<file path="config.mk">
export PLATFORM = sky130hd
export DESIGN_NAME = sort6_stream
export DESIGN_NICKNAME = d
export VERILOG_FILES = /design/src/rtl/sort6_stream_pkg.sv /design/src/rtl/sort6_stream_cmp_idx.sv /design/src/rtl/sort6_stream.sv
export SDC_FILE = /design/constraint.sdc
export NUM_CORES = 1
export LEC_CHECK = 0
export ABC_AREA = 1
export BUFFER_PORTS_ARGS = -buffer_cell sky130_fd_sc_hd__buf_4
export CORE_MARGIN = 2
export CORE_UTILIZATION = 40
export CTS_BUF_LIST = sky130_fd_sc_hd__clkbuf_2
export DETAILED_ROUTE_END_ITERATION = 16
export HOLD_SLACK_MARGIN = 0.08
export SYNTH_ARGS = -nofsm -noshare
export SYNTH_HDL_FRONTEND = slang
export SYNTH_SLANG_ARGS = --single-unit
</file>
<file path="constraint.sdc">
create_clock -name clk -period 6.99 [get_ports clk]
set_input_delay 0.3495 -clock clk [delete_from_list [all_inputs] [get_ports clk]]
set_output_delay 0.3495 -clock clk [all_outputs]
set_load 0.03 [all_outputs]
</file>
<file path="src/rtl/sort6_stream_pkg.sv">
// Shared constants and state encoding for the six-entry streaming sorter.
package sort6_stream_pkg;

    localparam int DATA_W = 11;
    localparam int N      = 6;
    localparam int IDX_W  = 3;

    typedef enum logic {
        LOAD = 1'b0,
        EMIT = 1'b1
    } state_t;

endpackage

</file>
<file path="src/rtl/sort6_stream_cmp_idx.sv">
// Two-input minimum on (valid, value, idx) triples; lower index wins ties,
// an invalid operand always loses.
module cmp_idx
    import sort6_stream_pkg::*;
(
    input  logic              a_valid,
    input  logic [DATA_W-1:0] a_data,
    input  logic [IDX_W-1:0]  a_idx,
    input  logic              b_valid,
    input  logic [DATA_W-1:0] b_data,
    input  logic [IDX_W-1:0]  b_idx,
    output logic              y_valid,
    output logic [DATA_W-1:0] y_data,
    output logic [IDX_W-1:0]  y_idx
);

    logic pick_a;

    always_comb begin
        pick_a = a_valid && (!b_valid || (a_data < b_data) ||
                             ((a_data == b_data) && (a_idx < b_idx)));
        y_valid = a_valid || b_valid;
        y_data  = pick_a ? a_data : b_data;
        y_idx   = pick_a ? a_idx  : b_idx;
    end

endmodule

</file>
<file path="src/rtl/sort6_stream.sv">
// Captures six values per frame, then streams them out smallest-first with
// their arrival slot, using a 3-level cmp_idx tree over the live entries.
module sort6_stream
    import sort6_stream_pkg::*;
(
    input  logic              clk,
    input  logic              rst_n,
    input  logic              in_valid,
    output logic              in_ready,
    input  logic [DATA_W-1:0] in_data,
    output logic              out_valid,
    input  logic              out_ready,
    output logic [DATA_W-1:0] out_data,
    output logic [IDX_W-1:0]  out_idx,
    output logic              out_last,
    output logic              busy
);

    state_t            state_reg, state_next;
    logic [IDX_W-1:0]  load_cnt_reg, load_cnt_next;
    logic [IDX_W-1:0]  emit_cnt_reg, emit_cnt_next;
    logic [DATA_W-1:0] slot_reg  [N];
    logic [DATA_W-1:0] slot_next [N];
    logic [N-1:0]      mask_reg, mask_next;

    logic              l1_valid [3];
    logic [DATA_W-1:0] l1_data  [3];
    logic [IDX_W-1:0]  l1_idx   [3];
    logic              l2_valid;
    logic [DATA_W-1:0] l2_data;
    logic [IDX_W-1:0]  l2_idx;
    logic              min_valid;
    logic [DATA_W-1:0] min_data;
    logic [IDX_W-1:0]  min_idx;

    logic in_accept, out_accept;

    genvar gi;
    generate
        for (gi = 0; gi < 3; gi++) begin : g_l1
            localparam logic [IDX_W-1:0] A_IDX = IDX_W'(2 * gi);
            localparam logic [IDX_W-1:0] B_IDX = IDX_W'(2 * gi + 1);
            cmp_idx u_cmp (
                .a_valid (mask_reg[2*gi]),
                .a_data  (slot_reg[2*gi]),
                .a_idx   (A_IDX),
                .b_valid (mask_reg[2*gi+1]),
                .b_data  (slot_reg[2*gi+1]),
                .b_idx   (B_IDX),
                .y_valid (l1_valid[gi]),
                .y_data  (l1_data[gi]),
                .y_idx   (l1_idx[gi])
            );
        end
    endgenerate

    cmp_idx u_l2 (
        .a_valid (l1_valid[0]),
        .a_data  (l1_data[0]),
        .a_idx   (l1_idx[0]),
        .b_valid (l1_valid[1]),
        .b_data  (l1_data[1]),
        .b_idx   (l1_idx[1]),
        .y_valid (l2_valid),
        .y_data  (l2_data),
        .y_idx   (l2_idx)
    );

    cmp_idx u_l3 (
        .a_valid (l2_valid),
        .a_data  (l2_data),
        .a_idx   (l2_idx),
        .b_valid (l1_valid[2]),
        .b_data  (l1_data[2]),
        .b_idx   (l1_idx[2]),
        .y_valid (min_valid),
        .y_data  (min_data),
        .y_idx   (min_idx)
    );

    // Outputs are forced to zero outside EMIT so LOAD never exposes partial data.
    always_comb begin
        in_ready  = (state_reg == LOAD);
        out_valid = (state_reg == EMIT) && min_valid;
        out_data  = out_valid ? min_data : '0;
        out_idx   = out_valid ? min_idx  : '0;
        out_last  = out_valid && (emit_cnt_reg == IDX_W'(N - 1));
        busy      = !((state_reg == LOAD) && (load_cnt_reg == '0));
        in_accept  = in_valid && in_ready;
        out_accept = out_valid && out_ready;
    end

    always_comb begin
        state_next    = state_reg;
        load_cnt_next = load_cnt_reg;
        emit_cnt_next = emit_cnt_reg;
        slot_next     = slot_reg;
        mask_next     = mask_reg;
        case (state_reg)
            LOAD: begin
                if (in_accept) begin
                    slot_next[load_cnt_reg] = in_data;
                    mask_next[load_cnt_reg] = 1'b1;
                    if (load_cnt_reg == IDX_W'(N - 1)) begin
                        load_cnt_next = '0;
                        state_next    = EMIT;
                    end else begin
                        load_cnt_next = load_cnt_reg + IDX_W'(1);
                    end
                end
            end
            EMIT: begin
                if (out_accept) begin
                    mask_next[min_idx] = 1'b0;
                    if (emit_cnt_reg == IDX_W'(N - 1)) begin
                        emit_cnt_next = '0;
                        mask_next     = '0;
                        state_next    = LOAD;
                    end else begin
                        emit_cnt_next = emit_cnt_reg + IDX_W'(1);
                    end
                end
            end
            default: state_next = LOAD;
        endcase
    end

    always_ff @(posedge clk or negedge rst_n) begin
        if (!rst_n) begin
            state_reg    <= LOAD;
            load_cnt_reg <= '0;
            emit_cnt_reg <= '0;
            mask_reg     <= '0;
            for (int i = 0; i < N; i++) begin
                slot_reg[i] <= '0;
            end
        end else begin
            state_reg    <= state_next;
            load_cnt_reg <= load_cnt_next;
            emit_cnt_reg <= emit_cnt_next;
            mask_reg     <= mask_next;
            slot_reg     <= slot_next;
        end
    end

endmodule

</file>
# [Word-level counts from Yosys, hierarchy flattened]
# Cells that the tools add are included.
[op_classes] muxes=30 magnitude_cmp=13 bitwise=5 eq_ne=9 add_sub_neg=2 reduce_logical=40
[ops] operator="$mux W11" n=7
[ops] operator="$bwmux W66" n=1
[ops] operator="$eq A11 B11 Y1" n=5
[ops] operator="$lt A11 B11 Y1" n=5
[ops] operator="$demux W11 S3" n=1
[ops] operator="$mux W6" n=3
[ops] operator="$logic_and A1 B1 Y1" n=15
[ops] operator="$logic_or A1 B1 Y1" n=15
[ops] operator="$mux W3" n=4
[ops] operator="$pmux W6 S2" n=1
[ops] operator="$mux W1" n=9
[ops] operator="$lt A3 B4 Y1 const B" n=2
[ops] operator="$add A3 B1 Y3 const B" n=2
[ops] operator="$and A6 B6 Y6" n=1
[ops] operator="$demux W1 S3" n=2
[ops] operator="$eq A3 B3 Y1 const B" n=2
[ops] operator="$ge A3 B1 Y1 const B" n=2
[ops] operator="$logic_not A1 Y1" n=6
[ops] operator="$not A6 Y6" n=1
[ops] operator="$or A6 B6 Y6" n=1
[ops] operator="$reduce_and A2 Y1" n=3
[ops] operator="$ge A4 B4 Y1 const B" n=1
[ops] operator="$lt A4 B1 Y1 const B" n=1
[ops] operator="$ne A2 B1 Y1 const B" n=2
[ops] operator="other kinds (7)" n=7
[word_totals] ff_bits=79

# [Longest topological paths before layout]
[depth] ltp_word=24 ltp_mapped=41 depth_no_buf=39

# [By module]
# From an unflattened synthesis, not the netlist that was laid out.
[unflattened] hier_cells=918 hier_area_um2=6673.9
[by_module_without_submodules] mod="sort6_stream" n_inst=1 cells_per_inst=363 area_each_um2=3345.7 seq_area_each_um2=1976.9
[by_module_without_submodules] mod="cmp_idx" n_inst=5 cells_per_inst=111 area_each_um2=665.6 seq_area_each_um2=0.0

# [Worst setup path before layout]
# OpenSTA, ideal clock, no wires.
[synth_path] kind="reg2out" from="register slot_reg[28] (netlist bit)" to="output out_idx[1]" path_slack_ps=2308 stages_incl_launch_ff=33 t_required_ps=6641 arrival_ps=4333 cell_sequence="dfrtp_1 > inv_1 > ha_1 > nand2_1 > nor2_1 > nand2_1 > o21ai_1 > inv_1 > nand2_2 > buf_4 > nand3_1 > and2_1 > ha_1 > nand2_1 > inv_1 > nand2_1 > nor2_1 > nand2_1 > nand3_1 > nand2_1 > nand2_2 > buf_2 > nand3_1 > and2_1 > ha_1 > nand2_1 > nor2_1 > nand2_1 > o21bai_1 > inv_1 > nand2_1 > nand2_2 > nor3_1"
[synth_via] elab_chain_cells=16 word_cells_on_any_way=25
[synth_rtl] element="start: declaration" line="sort6_stream.sv:22" source="logic [DATA_W-1:0] slot_reg [N];"
[synth_rtl] element="start signal: assignment" line="sort6_stream.sv:142" source="slot_reg <= slot_next;"
[synth_rtl] element="$lt A11 B11 Y1" line="sort6_stream_cmp_idx.sv:20" source="pick_a = a_valid && (!b_valid || (a_data < b_data) ||"
[synth_rtl] element="$logic_or A1 B1 Y1 (2 in series)" line="sort6_stream_cmp_idx.sv:20"
[synth_rtl] element="$logic_and A1 B1 Y1" line="sort6_stream_cmp_idx.sv:20"
[synth_rtl] element="$mux W11 or $mux W1 (tied branches)" line="sort6_stream_cmp_idx.sv:23, sort6_stream_cmp_idx.sv:24"
[synth_rtl] element="$lt A11 B11 Y1 (tied with other cells)" line="sort6_stream_cmp_idx.sv:20"
[synth_rtl] element="$logic_or A1 B1 Y1 or $logic_and A1 B1 Y1 (tied branches)" line="sort6_stream_cmp_idx.sv:20, sort6_stream_cmp_idx.sv:21"
[synth_rtl] element="$logic_or A1 B1 Y1" line="sort6_stream_cmp_idx.sv:20"
[synth_rtl] element="$logic_and A1 B1 Y1" line="sort6_stream_cmp_idx.sv:20"
[synth_rtl] element="$mux W11 or $mux W2 (tied branches)" line="sort6_stream_cmp_idx.sv:23, sort6_stream_cmp_idx.sv:24"
[synth_rtl] element="$lt A11 B11 Y1 (tied with other cells)" line="sort6_stream_cmp_idx.sv:20"
[synth_rtl] element="$logic_or A1 B1 Y1 or $logic_and A1 B1 Y1 (tied branches)" line="sort6_stream_cmp_idx.sv:20, sort6_stream_cmp_idx.sv:21"
[synth_rtl] element="$logic_or A1 B1 Y1" line="sort6_stream_cmp_idx.sv:20"
[synth_rtl] element="$logic_and A1 B1 Y1" line="sort6_stream_cmp_idx.sv:20"
[synth_rtl] element="$mux W3 *" line="sort6_stream_cmp_idx.sv:24" source="y_idx = pick_a ? a_idx : b_idx;"
[synth_rtl] element="$mux W3 *" line="sort6_stream.sv:86" source="out_idx = out_valid ? min_idx : '0;"
[synth_rtl] element="end: declaration" line="sort6_stream.sv:14" source="output logic [IDX_W-1:0] out_idx,"
# Mark *: on every way between the ends. The rest lies on a longest branch, timed or not.

# [Worst setup path after layout]
[layout_path] from="register slot_reg[32] (netlist bit)" to="output out_data[1]"
[layout_via] elab_chain_cells=16 word_cells_on_any_way=25
[layout_rtl] element="$lt A11 B11 Y1" line="sort6_stream_cmp_idx.sv:20"
[layout_rtl] element="$logic_or A1 B1 Y1 (2 in series)" line="sort6_stream_cmp_idx.sv:20"
[layout_rtl] element="$logic_and A1 B1 Y1" line="sort6_stream_cmp_idx.sv:20"
[layout_rtl] element="$mux W11 or $mux W1 (tied branches)" line="sort6_stream_cmp_idx.sv:23, sort6_stream_cmp_idx.sv:24"
[layout_rtl] element="$lt A11 B11 Y1 (tied with other cells)" line="sort6_stream_cmp_idx.sv:20"
[layout_rtl] element="$logic_or A1 B1 Y1 or $logic_and A1 B1 Y1 (tied branches)" line="sort6_stream_cmp_idx.sv:20, sort6_stream_cmp_idx.sv:21"
[layout_rtl] element="$logic_or A1 B1 Y1" line="sort6_stream_cmp_idx.sv:20"
[layout_rtl] element="$logic_and A1 B1 Y1" line="sort6_stream_cmp_idx.sv:20"
[layout_rtl] element="$mux W11 or $mux W2 (tied branches)" line="sort6_stream_cmp_idx.sv:23, sort6_stream_cmp_idx.sv:24"
[layout_rtl] element="$lt A11 B11 Y1 (tied with other cells)" line="sort6_stream_cmp_idx.sv:20"
[layout_rtl] element="$logic_or A1 B1 Y1 or $logic_and A1 B1 Y1 (tied branches)" line="sort6_stream_cmp_idx.sv:20, sort6_stream_cmp_idx.sv:21"
[layout_rtl] element="$logic_or A1 B1 Y1" line="sort6_stream_cmp_idx.sv:20"
[layout_rtl] element="$logic_and A1 B1 Y1" line="sort6_stream_cmp_idx.sv:20"
[layout_rtl] element="$mux W11 *" line="sort6_stream_cmp_idx.sv:23" source="y_data = pick_a ? a_data : b_data;"
[layout_rtl] element="$mux W11 *" line="sort6_stream.sv:85" source="out_data = out_valid ? min_data : '0;"
[layout_rtl] element="end: declaration" line="sort6_stream.sv:13" source="output logic [DATA_W-1:0] out_data,"
# Marks and branches as above.

==> out/results.ini <==
[run_status]
outcome=completed

[floorplan]
die_y_microns=122
io_pins=33
dieArea_sq_mm=0.0149
die_w_microns=122
rows=43
initial_core_util=0.405
core_sq_mm=0.0138

[global_routing]
antenna_found_initial=0
grt_max_degree=57
grt_pass1_wl_microns=24300
grt_pass1_vias=4549
grt_usage=0.216
gr-total-overflow=0

[place]
numPortBuffers=32
dpl.cell_count=964
gp_congestion=0.888
pre_cts_ws_ns=1.18
dp_hpwl_microns=11800

[critical_path]
crit_path_end=out_data[1]
cp_max_fo=15
timing.rr.end=mask_reg[1]
crit_path_start_kind=flip-flop
required_ns=6.64
r2r_start=slot_reg[32]
arrival_ns=6.04
critPathMostFrequentCell=nand2_1
cp_slowest_cell=dfrtp_1
crit_path_max_incr_delay_ns=0.44
crit_type=reg2out
worstSetupEndpointType=primary output
startpoint=slot_reg[32]
reg2reg_slack_ns=1.93
worst_r2r_path_depth=37

[clocking]
cts_tree=yes
cts-root-buf=clkbuf_2
cts_buffers=9
cts_max_path_buffers=2
cts.sinks=79
h-tree-depth=3
clock_latency_ns=0.62
postCtsSetupBuffers=0
clkTransAtPathRegs_ns=0.26

[drt]
vias=4874
vias_per_cell=4.90
drt-initial-drc-count=357
post-route-drc-count=0
ant_nets=0
wirelength_microns=15000
dr.pass1.iters=7
routedWlPerCell_microns=15.0

[run]
drv_cap=0

[timing]
period_minus_slack_ns=6.39
max_freq_ghz=0.157
fin_worst_skew_ns=0.0335
fin_ws_ns=0.602
setup_viol_count_final=0
final_hold_viol_count=0
worst_pin_slew_ns=0.875
max-slew-margin-rel=0.415
period_share=0.914
slew_viol_final=0
tns_ns=0
grt_setup_unrepaired=no

[synthesis]
netlist_instances=775
synth_top_area_share=0.354
syn-cell-area_sq_mm=0.00558
synth_warnings=0
ys_ff_latch=79
syn-num-nets=845
seq_area_frac_synth=0.354
avgSynthCellArea_sq_um=7.20
synth_cell_types=34
yosys.area.top_type=dfrtp_1
synthTopCellsByArea=dfrtp_1 (35%), nand2_1 (15%), ha_1 (12%)

[final_layout]
post-route-util=0.449
nFillCells=1455
multi_input_area_sq_mm=0.00305
largest_register_ffs=66
instances_no_fill=994
layout-drive-gt1-share=0.102
finalNetCount=878
regArea_sq_mm=0.00198
syn_to_final_growth_pct=11.0

[hold_path]
hold_path.class=in2async

[worst min-delay path by stage]
stage,from,endpoint,slack (ns),depth (start not counted)
after floorplan,rst_n,emit_cnt_reg[0],0.05,0
after global placement,rst_n,slot_reg[63],0.27,1
after detailed placement,rst_n,slot_reg[63],0.27,1
after CTS,rst_n,slot_reg[45],0.08,2
after global routing,in_valid,state_reg,0.12,3
final,rst_n,slot_reg[45],0.12,2
[synth_stat cells, drive strengths merged]
cell type / number
nand2: 239
inv: 107
o21ai: 83
dfrtp: 79
nand3: 78
ha: 55
nor2: 41
a21oi: 26
and2: 20
buf: 17
clkbuf: 8
nand4: 4
nor3: 4
o21a: 3
clkinv: 2
o21bai: 2
a21o: 1
a22oi: 1
nand3b: 1
o211ai: 1
o32ai: 1
or2: 1
xor2: 1
[area by class of cell]
cell class | instances | area share
inverters | 109 | 0.0671
clock buffers | 9 | 0.00728
well taps | 180 | 0.0364
clock inverters | 7 | 0.0152
diodes | 1 | 0.000404
flip-flops and latches | 79 | 0.319
multi-input cells | 562 | 0.492
repair buffers | 47 | 0.0622
[timing repair]
item	4_1_cts	5_1_grt
hold buffers	13	0
endpoints found under the setup margin	0	11
endpoints found under the hold margin	59	0
gates resized for setup	0	1
[critical path: cells and delay by family (launching register included)]
family	cells	cell delay, ns
AOI/OAI and AO/OA	1	0.13
and+or+nand+nor	26	3.26
adders and majority gates	3	0.87
DFF	1	0.44
buffers and inverters	7	0.69
[layout by cell type, fill, tap and decap left out, drive strengths merged, types with 9 or more instances in the layout]
cell,n
nand3,78
nor2,41
inv,109
buf,34
dlygate4sd3,13
ha,55
dfrtp,79
clkbuf,9
nand2,239
and2,20
a21oi,26
o21ai,83
[metal layers]
layer | share of wire | vias to the layer above | global-route usage
met2 | 0.47 | 105 | 0.359
met4 | 0.026 | 0 | 0.0869
met5 | 0 | - | 0
li1 | - | 2557 | -
met3 | 0.035 | 26 | 0.0281
met1 | 0.47 | 2186 | 0.285
[cell families after synthesis]
| group | synth area share |
|---|---|
| AOI/OAI and AO/OA | 0.118 |
| adders and majority gates | 0.123 |
| buffers and inverters | 0.100 |
| xor gates and xnor gates | 0.00157 |
| DFF | 0.354 |
| and+or+nand+nor | 0.303 |
[through the flow]
stage               hold slack, ns  instance area, sq um
finish                       0.118                  6190
global route                 0.120                  6190
CTS                         0.0825                  6190
detailed placement           0.269                  5920
global placement             0.270                  5920
floorplan                   0.0539                  5580
Power is not shown: default switching activity piles up to over one toggle a cycle in this logic, so the estimate is an artifact.
